<file path="config.mk">
export PLATFORM = sky130hd
export DESIGN_NAME = axi_ic_bresp
export DESIGN_NICKNAME = d
export VERILOG_FILES = /design/src/rtl/axi_ic_bresp.sv
export SDC_FILE = /design/constraint.sdc
export NUM_CORES = 1
export LEC_CHECK = 0
export BUFFER_PORTS_ARGS = -buffer_cell sky130_fd_sc_hd__buf_2
export CAP_MARGIN = 20
export CORE_ASPECT_RATIO = 1.1
export CORE_UTILIZATION = 44
export DETAILED_ROUTE_END_ITERATION = 7
export GPL_ROUTABILITY_DRIVEN = 0
export GPL_TIMING_DRIVEN = 0
export PLACE_DENSITY = 0.83
export SYNTH_ARGS = -nofsm -noshare
export SYNTH_HDL_FRONTEND = slang
export SYNTH_SLANG_ARGS = --single-unit
export TNS_END_PERCENT = 5
</file>
<file path="constraint.sdc">
create_clock -name clk -period 3.3 [get_ports clk]
set_input_delay 0.33 -clock clk [delete_from_list [all_inputs] [get_ports clk]]
set_output_delay 0.33 -clock clk [all_outputs]
set_load 0.1 [all_outputs]
</file>
<file path="src/rtl/axi_ic_bresp.sv">
// AXI write-response return path: routes each slave BRESP beat to the master
// encoded in the upper BID bits through a per-master round-robin arbiter and a one-entry output stage.
module axi_ic_bresp #(
    parameter int MSTR_NUM  = 2,
    parameter int SLV_NUM   = 3,
    parameter int MSTR_BITS = 1,
    parameter int ID_BITS   = 4
) (
    input  logic                                   clk,
    input  logic                                   reset,
    input  logic [SLV_NUM*ID_BITS-1:0]             S_BID,
    input  logic [SLV_NUM*2-1:0]                   S_BRESP,
    input  logic [SLV_NUM-1:0]                     S_BVALID,
    output logic [SLV_NUM-1:0]                     S_BREADY,
    output logic [MSTR_NUM*(ID_BITS-MSTR_BITS)-1:0] M_BID,
    output logic [MSTR_NUM*2-1:0]                  M_BRESP,
    output logic [MSTR_NUM-1:0]                    M_BVALID,
    input  logic [MSTR_NUM-1:0]                    M_BREADY,
    output logic                                   decerr,
    output logic [7:0]                             decerr_cnt
);
    localparam int LOW_W = ID_BITS - MSTR_BITS;
    localparam int PTR_W = (SLV_NUM > 1) ? $clog2(SLV_NUM) : 1;
    localparam int MAP_N = 1 << MSTR_BITS;

    logic [LOW_W-1:0]     w_slv_id   [SLV_NUM];
    logic [1:0]           w_slv_resp [SLV_NUM];
    logic [MSTR_BITS-1:0] w_tgt      [SLV_NUM];
    logic [SLV_NUM-1:0]   w_legal;
    logic [SLV_NUM-1:0]   w_illegal;
    logic [MAP_N-1:0]     w_legal_map;

    logic [MSTR_NUM-1:0]             w_grant;
    logic [MSTR_NUM-1:0][PTR_W-1:0]  w_win;

    logic       r_decerr;
    logic [7:0] r_decerr_cnt;
    logic [8:0] w_cnt_sum;

    // Lookup of which encodable master indices actually exist.
    for (genvar gi = 0; gi < MAP_N; gi++) begin : g_map
        assign w_legal_map[gi] = (gi < MSTR_NUM);
    end

    for (genvar gi = 0; gi < SLV_NUM; gi++) begin : g_slv
        logic w_hit;

        assign w_slv_id[gi]   = S_BID[gi*ID_BITS +: LOW_W];
        assign w_tgt[gi]      = S_BID[gi*ID_BITS + LOW_W +: MSTR_BITS];
        assign w_slv_resp[gi] = S_BRESP[gi*2 +: 2];
        assign w_legal[gi]    = w_legal_map[w_tgt[gi]];
        assign w_illegal[gi]  = S_BVALID[gi] & ~w_legal[gi];

        always_comb begin
            w_hit = 1'b0;
            for (int m = 0; m < MSTR_NUM; m++) begin
                if (w_grant[m] && (w_win[m] == PTR_W'(gi)))
                    w_hit = 1'b1;
            end
        end

        // Illegal beats are sunk immediately so they never block the slave.
        assign S_BREADY[gi] = reset & (w_illegal[gi] | w_hit);
    end

    for (genvar gi = 0; gi < MSTR_NUM; gi++) begin : g_mst
        logic [SLV_NUM-1:0] w_req;
        logic [PTR_W-1:0]   w_sel;
        logic               w_load;
        logic [PTR_W-1:0]   r_rr_ptr;
        logic               r_bvalid;
        logic [LOW_W-1:0]   r_bid;
        logic [1:0]         r_bresp;

        for (genvar gj = 0; gj < SLV_NUM; gj++) begin : g_req
            assign w_req[gj] = S_BVALID[gj] & w_legal[gj] & (w_tgt[gj] == MSTR_BITS'(gi));
        end

        // Scan downwards so the lowest offset from the pointer wins last.
        always_comb begin
            w_sel = r_rr_ptr;
            for (int i = SLV_NUM - 1; i >= 0; i--) begin
                if (w_req[PTR_W'((int'(r_rr_ptr) + i) % SLV_NUM)])
                    w_sel = PTR_W'((int'(r_rr_ptr) + i) % SLV_NUM);
            end
        end

        assign w_load      = ~r_bvalid | M_BREADY[gi];
        assign w_grant[gi] = w_load & (|w_req);
        assign w_win[gi]   = w_sel;

        always_ff @(posedge clk or negedge reset) begin
            if (!reset) begin
                r_bvalid <= 1'b0;
                r_bid    <= '0;
                r_bresp  <= '0;
                r_rr_ptr <= '0;
            end else if (w_load) begin
                if (|w_req) begin
                    r_bvalid <= 1'b1;
                    r_bid    <= w_slv_id[w_sel];
                    r_bresp  <= w_slv_resp[w_sel];
                    r_rr_ptr <= PTR_W'((int'(w_sel) + 1) % SLV_NUM);
                end else begin
                    r_bvalid <= 1'b0;
                end
            end
        end

        assign M_BVALID[gi]               = r_bvalid;
        assign M_BID[gi*LOW_W +: LOW_W]   = r_bid;
        assign M_BRESP[gi*2 +: 2]         = r_bresp;
    end

    assign w_cnt_sum = {1'b0, r_decerr_cnt} + 9'($countones(w_illegal));

    always_ff @(posedge clk or negedge reset) begin
        if (!reset) begin
            r_decerr     <= 1'b0;
            r_decerr_cnt <= '0;
        end else begin
            r_decerr     <= |w_illegal;
            r_decerr_cnt <= w_cnt_sum[8] ? 8'hFF : w_cnt_sum[7:0];
        end
    end

    assign decerr     = r_decerr;
    assign decerr_cnt = r_decerr_cnt;

endmodule

</file>
==> parameters.txt, run 1 <==
Parameter                              Value

Pwr
  Pwr dens ... 1120 nW/µm²
  Final Power ... 2.28 mW
  Maximum VDD drop ... 0.721 mV
  Leakage power ... 0.982 nW

Critical path
  Worst Path Arrival ... 2.91 ns
  Reg2Reg Launch Point ... g_mst[1].r_rr_ptr[0]$_DFFE_PN0P_
  Endpoint of the most critical register-to-register path ... g_mst[1].r_bresp[1]$_DFFE_PN0P_
  Master of the slowest instance on the critical path ... sky130_fd_sc_hd__dfrtp_1
  Critical Path Start ... g_mst[0].r_rr_ptr[0]$_DFFE_PN0N_
  Path depth of the worst reg2reg path ... 10
  Crit-path leading delay family ... simple AND/OR/NAND/NOR gates
  Ordered list of cells on the worst path ... inv_1 -> ha_1 -> buf_6 -> and4bb_2 -> nor2_1 -> nor3_2 -> o21ba_2 -> inv_2 -> or3_1 -> buf_6 -> a21boi_4 -> buf_12
  CP Max Fanout ... 9
  Endpoint required time on the critical path ... 2.97 ns
  Peak per-stage delay on the critical path ... 0.41 ns
  Kind of start point of the critical path ... flip-flop
  Critical path start-end classification ... reg2out
  Buffering stage count on the worst path with inverters included ... 5
  Most frequent cell on the critical path ... sky130_fd_sc_hd__buf_6
  Register-to-Register Setup Slack ... 0.73 ns
  CP endpoint kind ... output pin

Route
  Average vias per placed instance ... 5.22
  Initial detailed-routing violation count ... 68
  Number of nets still failing antenna checks after routing ... 0
  WL per Instance ... 13.9 µm
  Vias ... 1,478
  Drt total wl ... 3.92 mm
  Post-route DRC ... 0
  Number of detailed-route iterations in the first pass ... 4

Min path
  Hold-critical path depth ... 3
  Class of the tightest hold or removal check ... in2reg
  Worst Hold Path EP ... g_mst[0].r_bresp[1]$_DFFE_PN0N_
  Min-Delay Startpoint ... S_BRESP[3]

Floorplanning
  Die Area ... 3760 µm²
  Initial Utilization ... 46.1%
  Area of the core ... 3360 µm²
  Number of placed I/O pins ... 49
  Height of the chip ... 64.2 µm
  DIE WIDTH ... 58.5 µm
  Floorplan row count ... 22

Synthesis
  Synth Cell Area ... 1550 µm²
  Average instance area after synthesis ... 8.89 µm²
  Synth Instances ... 174
  Synth warn ... 0
  Number of distinct library cells after synthesis ... 58
  Post-synth ARST share ... 100%
  Share of the yosys chip area belonging to registers ... 25.9%
  Number of enable flip-flop cells after synthesis ... 0
  Number of synthesized register bits ... 16
  Most instantiated flip-flop cell in the synthesis netlist ... sky130_fd_sc_hd__dfrtp_1

Global route
  Met2 layer usage reported by global route ... 36.1%
  Met3 Usage GRT ... 1.82%
  Most used routing layer in global routing ... met2
  Largest net degree at the start of global routing ... 20
  Overflow left after global routing ... 0
  Number of global-route vias before repair ... 1,348
  Initial antenna violation count ... 0
  Met1 track utilization from global routing ... 27.3%
  Total global routing track utilization ... 21.3%
  Wire length of the first global-routing pass ... 6.22 mm

Finish
  Area taken by flip-flops and latches ... 400 µm²
  Leading cell type in the layout, fill and taps excluded ... sky130_fd_sc_hd__buf_2
  Area of combinational cells with multiple inputs ... 1040 µm²
  Count of filler cells inserted in the layout ... 322
  Commonest non-fill, non-tap cells in the layout ... sky130_fd_sc_hd__buf_2, sky130_fd_sc_hd__nand2_1, sky130_fd_sc_hd__buf_4, sky130_fd_sc_hd__dfrtp_1, sky130_fd_sc_hd__inv_1
  Fraction of final layout cells with drive strength greater than 1 ... 40.4%
  Final nets ... 268
  Number of antenna diodes ... 0
  Area grow syn2layout ... 31.1%

STA
  Remaining max-slew budget at the tightest pin ... 48.6%
  Final Hold Violating Endpoints ... 0
  Worst-margin pin slew ... 0.766 ns
  Peak Freq ... 0.309 GHz
  Crit path time final ... 3.24 ns
  Final-layout setup total negative slack ... 0 ns
  Max-slew violation count ... 0
  Setup clock skew after layout ... 0.00391 ns
  Final cycle utilization of the critical path ... 98.2%
  RSZ-0062 raised after global routing ... yes
  Setup Viol. Count Final ... 0

Clock network
  Number of buffers inserted during clock tree synthesis ... 3
  Clock transition at the registers of the reported paths ... 0.10 ns
  Clock Root Buffer ... sky130_fd_sc_hd__clkbuf_4
  Worst-case clock buffer depth ... 2
  Number of levels in the clock H-tree ... 1
  Sinks on the clock net ... 16
  Source-to-sink clock delay at the later pin of the worst-skew pair ... 0.29 ns
  TritonCTS clock tree ... yes

Place
  Count of buffers from port buffering ... 39
  Half-perimeter wire length after detailed placement ... 2.87 mm

Run
  Max-cap violations ... 0

Run status
  Result of the run ... finished, final reports clean
-- per-layer routing --
layer  up-vias  part of all wire, %
li1        739                    -
met1       685                   45
met3         6                  4.1
met2        48                   49
met4         0                  1.8
met5         -                    0
-- synthesized netlist by cell type, types with 2 or more instances --
| library cell | number | area, µm² |
|---|---|---|
| sky130_fd_sc_hd__a211oi_1 | 3 | 22.5 |
| sky130_fd_sc_hd__a21boi_2 | 2 | 22.5 |
| sky130_fd_sc_hd__a21o_1 | 2 | 15.0 |
| sky130_fd_sc_hd__a21oi_1 | 4 | 20.0 |
| sky130_fd_sc_hd__buf_4 | 12 | 90.1 |
| sky130_fd_sc_hd__clkbuf_1 | 2 | 7.51 |
| sky130_fd_sc_hd__dfrtp_1 | 16 | 400 |
| sky130_fd_sc_hd__ha_1 | 7 | 87.6 |
| sky130_fd_sc_hd__inv_1 | 13 | 48.8 |
| sky130_fd_sc_hd__mux2_2 | 2 | 22.5 |
| sky130_fd_sc_hd__mux2i_1 | 10 | 100 |
| sky130_fd_sc_hd__nand2_1 | 21 | 78.8 |
| sky130_fd_sc_hd__nand2b_1 | 5 | 31.3 |
| sky130_fd_sc_hd__nand3_1 | 3 | 15.0 |
| sky130_fd_sc_hd__nand4b_1 | 3 | 26.3 |
| sky130_fd_sc_hd__nor2_1 | 6 | 22.5 |
| sky130_fd_sc_hd__nor2b_1 | 4 | 25.0 |
| sky130_fd_sc_hd__nor3_1 | 3 | 15.0 |
| sky130_fd_sc_hd__o21ai_0 | 6 | 30.0 |
| sky130_fd_sc_hd__o21bai_1 | 3 | 22.5 |
| sky130_fd_sc_hd__o221ai_1 | 6 | 52.6 |
| sky130_fd_sc_hd__o221ai_2 | 5 | 75.1 |
-- worst max-delay path by stage --
stage | to | slack (ns) | cells past startpoint
CTS | S_BREADY[2] | -0.05 | 10
global route | S_BREADY[2] | -0.09 | 12
finish | S_BREADY[2] | 0.06 | 12
global placement | S_BREADY[2] | 0.12 | 10
detailed placement | S_BREADY[1] | 0.08 | 13
floorplan | S_BREADY[2] | 0.02 | 9
-- metrics by stage --
step	setup WS (ns)	hold WS [ns]	instances	util, %	cell area [µm²]
6_report	0.0608	0.342	283	60.4	2030
3_3_place_gp	0.120	0.275	269	54.5	1830
5_1_grt	-0.0905	0.330	283	60.4	2030
2_1_floorplan	0.0218	0.0344	182	-	1580
4_1_cts	-0.0482	0.338	275	56.5	1900
3_5_place_dp	0.0849	0.282	269	54.5	1830
-- worst register-to-register path: cells and delay by family (launching register included) --
kind / cells / cell delay [ns]
AO/OA/AOI/OAI: 3 / 0.53
AND/OR/NAND/NOR: 2 / 0.45
buffers and inverters: 3 / 0.44
flip-flops: 1 / 0.40
multiplexers: 1 / 0.35
adder cells (fa/ha/maj): 1 / 0.30
-- report_power, final --
part           leakage (nW)  internal (mW)  total, mW  switching [mW]
clock                0.0210         0.0673      0.132          0.0650
combinational         0.767          0.613       1.80            1.19
sequential            0.194          0.281      0.344          0.0631
total                 0.982          0.961       2.28            1.31
-- cells by family (layout without fill, tap and decap cells) --
logic type,Yosys count,count (layout),share of synthesized area [%]
fa+ha+maj,7,7,5.66
buf+inv,31,84,11.1
flops,16,16,25.9
other cells,1,9,0.242
simple gates,61,61,23.2
xor+xnor,1,1,0.566
mux,12,12,7.93
compound gates,45,45,25.4
-- registers in the layout, summed over array words and instances, names as in the netlist --
register,cells
g_mst.r_rr_ptr,4
g_mst.r_bid,6
g_mst.r_bvalid,2
g_mst.r_bresp,4
-- final cells by class --
cell class              instances  share of cell area (%)
well taps                      48                    2.96
flip-flops and latches         16                    19.8
plain buffers                  17                    6.05
multi-input cells             135                    51.2
repair buffers                 49                    15.7
clock buffers                   4                    1.79
inverters                      14                    2.59
-- what timing repair did --
| item | 4_1_cts | 5_1_grt |
|---|---|---|
| hold buffers | 1 | 0 |
| resized for setup | 4 | 18 |
| pin swaps | 1 | 4 |
| hold endpoints to repair | 16 | 0 |
| setup buffers | 1 | 8 |
| endpoints found under the setup margin | 3 | 3 |
(Power assumes the default switching activity.)
==> run 2, diff against run 1 <==
--- a/config.mk
+++ b/config.mk
@@ -12,7 +12,9 @@
 export DETAILED_ROUTE_END_ITERATION = 7
 export GPL_ROUTABILITY_DRIVEN = 0
 export GPL_TIMING_DRIVEN = 0
-export PLACE_DENSITY = 0.83
+export MAX_ROUTING_LAYER = met4
+export PLACE_DENSITY = 0.79
+export REMOVE_ABC_BUFFERS = 1
 export SYNTH_ARGS = -nofsm -noshare
 export SYNTH_HDL_FRONTEND = slang
 export SYNTH_SLANG_ARGS = --single-unit
==> parameters.txt, run 2 (same netlist as run 1, synthesis figures left out) <==
Parameter                              Value

Run status
  Result of the run ... finished, final reports clean

Clock network
  TritonCTS clock tree ... yes
  Number of levels in the clock H-tree ... 1 (unchanged)
  Clock transition at the registers of the reported paths ... 0.10 ns (about the same)
  Clock Root Buffer ... sky130_fd_sc_hd__clkbuf_4
  Worst-case clock buffer depth ... 2 (unchanged)
  Sinks on the clock net ... 16 (unchanged)
  Source-to-sink clock delay at the later pin of the worst-skew pair ... 0.29 ns (about the same)
  Number of buffers inserted during clock tree synthesis ... 3 (unchanged)

Finish
  Fraction of final layout cells with drive strength greater than 1 ... 34.6% (-5.8 points)
  Final nets ... 245 (-8.6%)
  Commonest non-fill, non-tap cells in the layout ... sky130_fd_sc_hd__buf_2, sky130_fd_sc_hd__nand2_1, sky130_fd_sc_hd__dfrtp_1, sky130_fd_sc_hd__inv_1, sky130_fd_sc_hd__mux2i_1
  Register with the highest flop count ... g_mst.r_bid
  Largest register FFs ... 6 (unchanged)
  Area taken by flip-flops and latches ... 400 µm² (unchanged)
  Count of filler cells inserted in the layout ... 350 (+8.7%)
  Area grow syn2layout ... 18.1%
  Leading registers by flop count ... g_mst.r_bid: 6 flops, g_mst.r_bresp: 4 flops, g_mst.r_rr_ptr: 4 flops
  Leading cell type in the layout, fill and taps excluded ... sky130_fd_sc_hd__buf_2
  Area of combinational cells with multiple inputs ... 1030 µm² (-0.60%)
  Summed area of non-filler cells in the final layout ... 1830 µm² (-9.9%)
  Non-filler cells, final ... 259 (-8.5%)
  Number of antenna diodes ... 0 (unchanged)

Global route
  Total global routing track utilization ... 21.7% (+0.38 points)
  Number of global-route vias before repair ... 1,341 (-0.52%)
  Largest net degree at the start of global routing ... 20 (unchanged)
  Overflow left after global routing ... 0 (unchanged)
  Initial antenna violation count ... 0 (unchanged)
  Wire length of the first global-routing pass ... 6.17 mm (-0.88%)

Place
  Count of buffers from port buffering ... 39 (unchanged)
  Number of placed instances, taps included ... 252 (-6.3%)
  Dpl cell area ... 1710 µm² (-6.5%)
  Half-perimeter wire length after detailed placement ... 2.72 mm (-5.4%)

Floorplanning
  DIE WIDTH ... 58.5 µm (unchanged)
  Height of the chip ... 64.2 µm (unchanged)
  Number of placed I/O pins ... 49 (unchanged)
  Floorplan row count ... 22 (unchanged)
  Die Area ... 3760 µm² (unchanged)
  Initial Utilization ... 46.1% (unchanged)
  Area of the core ... 3360 µm² (unchanged)

Critical path
  Endpoint required time on the critical path ... 2.97 ns (about the same)
  Worst Path Arrival ... 2.82 ns (-0.09 ns)
  Critical path start-end classification ... reg2out
  CP Max Fanout ... 11 (+2)
  Crit-path leading delay family ... simple AND/OR/NAND/NOR gates
  Critical Path Start ... g_mst[1].r_rr_ptr[0]$_DFFE_PN0P_
  Master of the slowest instance on the critical path ... sky130_fd_sc_hd__ha_2
  CP endpoint kind ... output pin
  Buffering stage count on the worst path with inverters included ... 2 (-3)
  Ordered list of cells on the worst path ... inv_1 -> ha_2 -> and4b_1 -> o221ai_1 -> a221oi_2 -> or2_4 -> o22ai_1 -> and2_1 -> clkbuf_4
  Register-to-Register Setup Slack ... 0.80 ns (+0.07 ns)
  Kind of start point of the critical path ... flip-flop
  Reg2Reg Launch Point ... g_mst[1].r_rr_ptr[0]$_DFFE_PN0P_
  Peak per-stage delay on the critical path ... 0.42 ns (about the same)

Route
  Vias ... 1,419 (-4.0%)
  Number of detailed-route iterations in the first pass ... 4 (unchanged)
  Number of nets still failing antenna checks after routing ... 0 (unchanged)
  Post-route DRC ... 0 (unchanged)
  Initial detailed-routing violation count ... 92 (+35%)
  WL per Instance ... 14.1 µm (+2.1%)
  Drt total wl ... 3.66 mm (-6.6%)
  Average vias per placed instance ... 5.48 (+4.9%)

Min path
  Min-Delay Startpoint ... M_BREADY[0]
  Class of the tightest hold or removal check ... in2reg

STA
  Remaining max-slew budget at the tightest pin ... 45.2% (-3.4 points)
  Setup clock skew after layout ... 0.00247 ns (-0.00143 ns)
  Final-layout setup total negative slack ... 0 ns (unchanged)
  Final Hold Violating Endpoints ... 0 (unchanged)
  Setup Viol. Count Final ... 0 (unchanged)
  Crit path time final ... 3.15 ns (-0.0910 ns)
  Max-slew violation count ... 0 (unchanged)
  Final cycle utilization of the critical path ... 95.4% (-2.8 points)
  Worst-margin pin slew ... 0.817 ns (+0.0504 ns)
  RSZ-0062 raised after global routing ... no
  Tightest hold margin ... 0.321 ns (-0.0208 ns)
  Peak Freq ... 0.318 GHz (+2.9%)

Run
  Max-cap violations ... 0 (unchanged)
-- run 2: changes by cell type in the layout (fill, tap and decap cells not counted), sizes merged --
cell,previous run,this run
clkbuf,7,4
buf,62,41
-- run 2: cell type report --
type,instances,share of cell area (%)
Multi-Input combinational cell,135,56.4
Sequential cell,16,21.9
Inverter,14,2.88
Timing Repair Buffer,43,14.2
Clock buffer,3,1.23
Tap cell,48,3.29
-- run 2: tightest hold or removal path: stages --
cell	delay, ns
sky130_fd_sc_hd__buf_2	0.07
sky130_fd_sc_hd__nand2b_1	0.12
sky130_fd_sc_hd__nand2_1	0.06
-- run 2: final timing paths --
check | end | cells after the start
max | S_BREADY[1] | 9
min | g_mst[0].r_bvalid$_DFFE_PN0P_ | 3
max reg2reg | g_mst[1].r_bid[1]$_DFFE_PN0P_ | 9
min reg2reg | g_mst[1].r_bresp[1]$_DFFE_PN0P_ | 2
max in group asynchronous | g_mst[1].r_bvalid$_DFFE_PN0P_ | 2
min in group asynchronous | g_mst[0].r_bid[0]$_DFFE_PN0N_ | 2
-- run 2: stage by stage --
| stage | setup slack, ns | util [%] |
|---|---|---|
| 2_1_floorplan | 0.0526 | - |
| 3_3_place_gp | 0.134 | 51.0 |
| 3_5_place_dp | 0.108 | 51.0 |
| 4_1_cts | 0.0279 | 52.8 |
| 5_1_grt | 0.0227 | 54.4 |
| 6_report | 0.152 | 54.4 |
-- run 2: layer usage --
layer  vias up  track usage [%]  part of all wire, %
met1       676             27.9                   46
met2        47             35.1                   49
met4         0             5.36                 0.25
met5         -                -                    0
met3         2             4.05                  4.8
li1        694                -                    -
-- run 2: repair_timing --
action | in CTS | in global routing
hold buffers | 1 | 0
endpoints found under the setup margin | 3 | 3
pin swaps | 1 | 3
gates resized for setup | 6 | 11
hold endpoints to repair | 16 | 0
buffers inserted | 1 | 2
Power of run 2 is not shown: default switching activity piles up to over one toggle a cycle in this logic, so the estimate is an artifact.
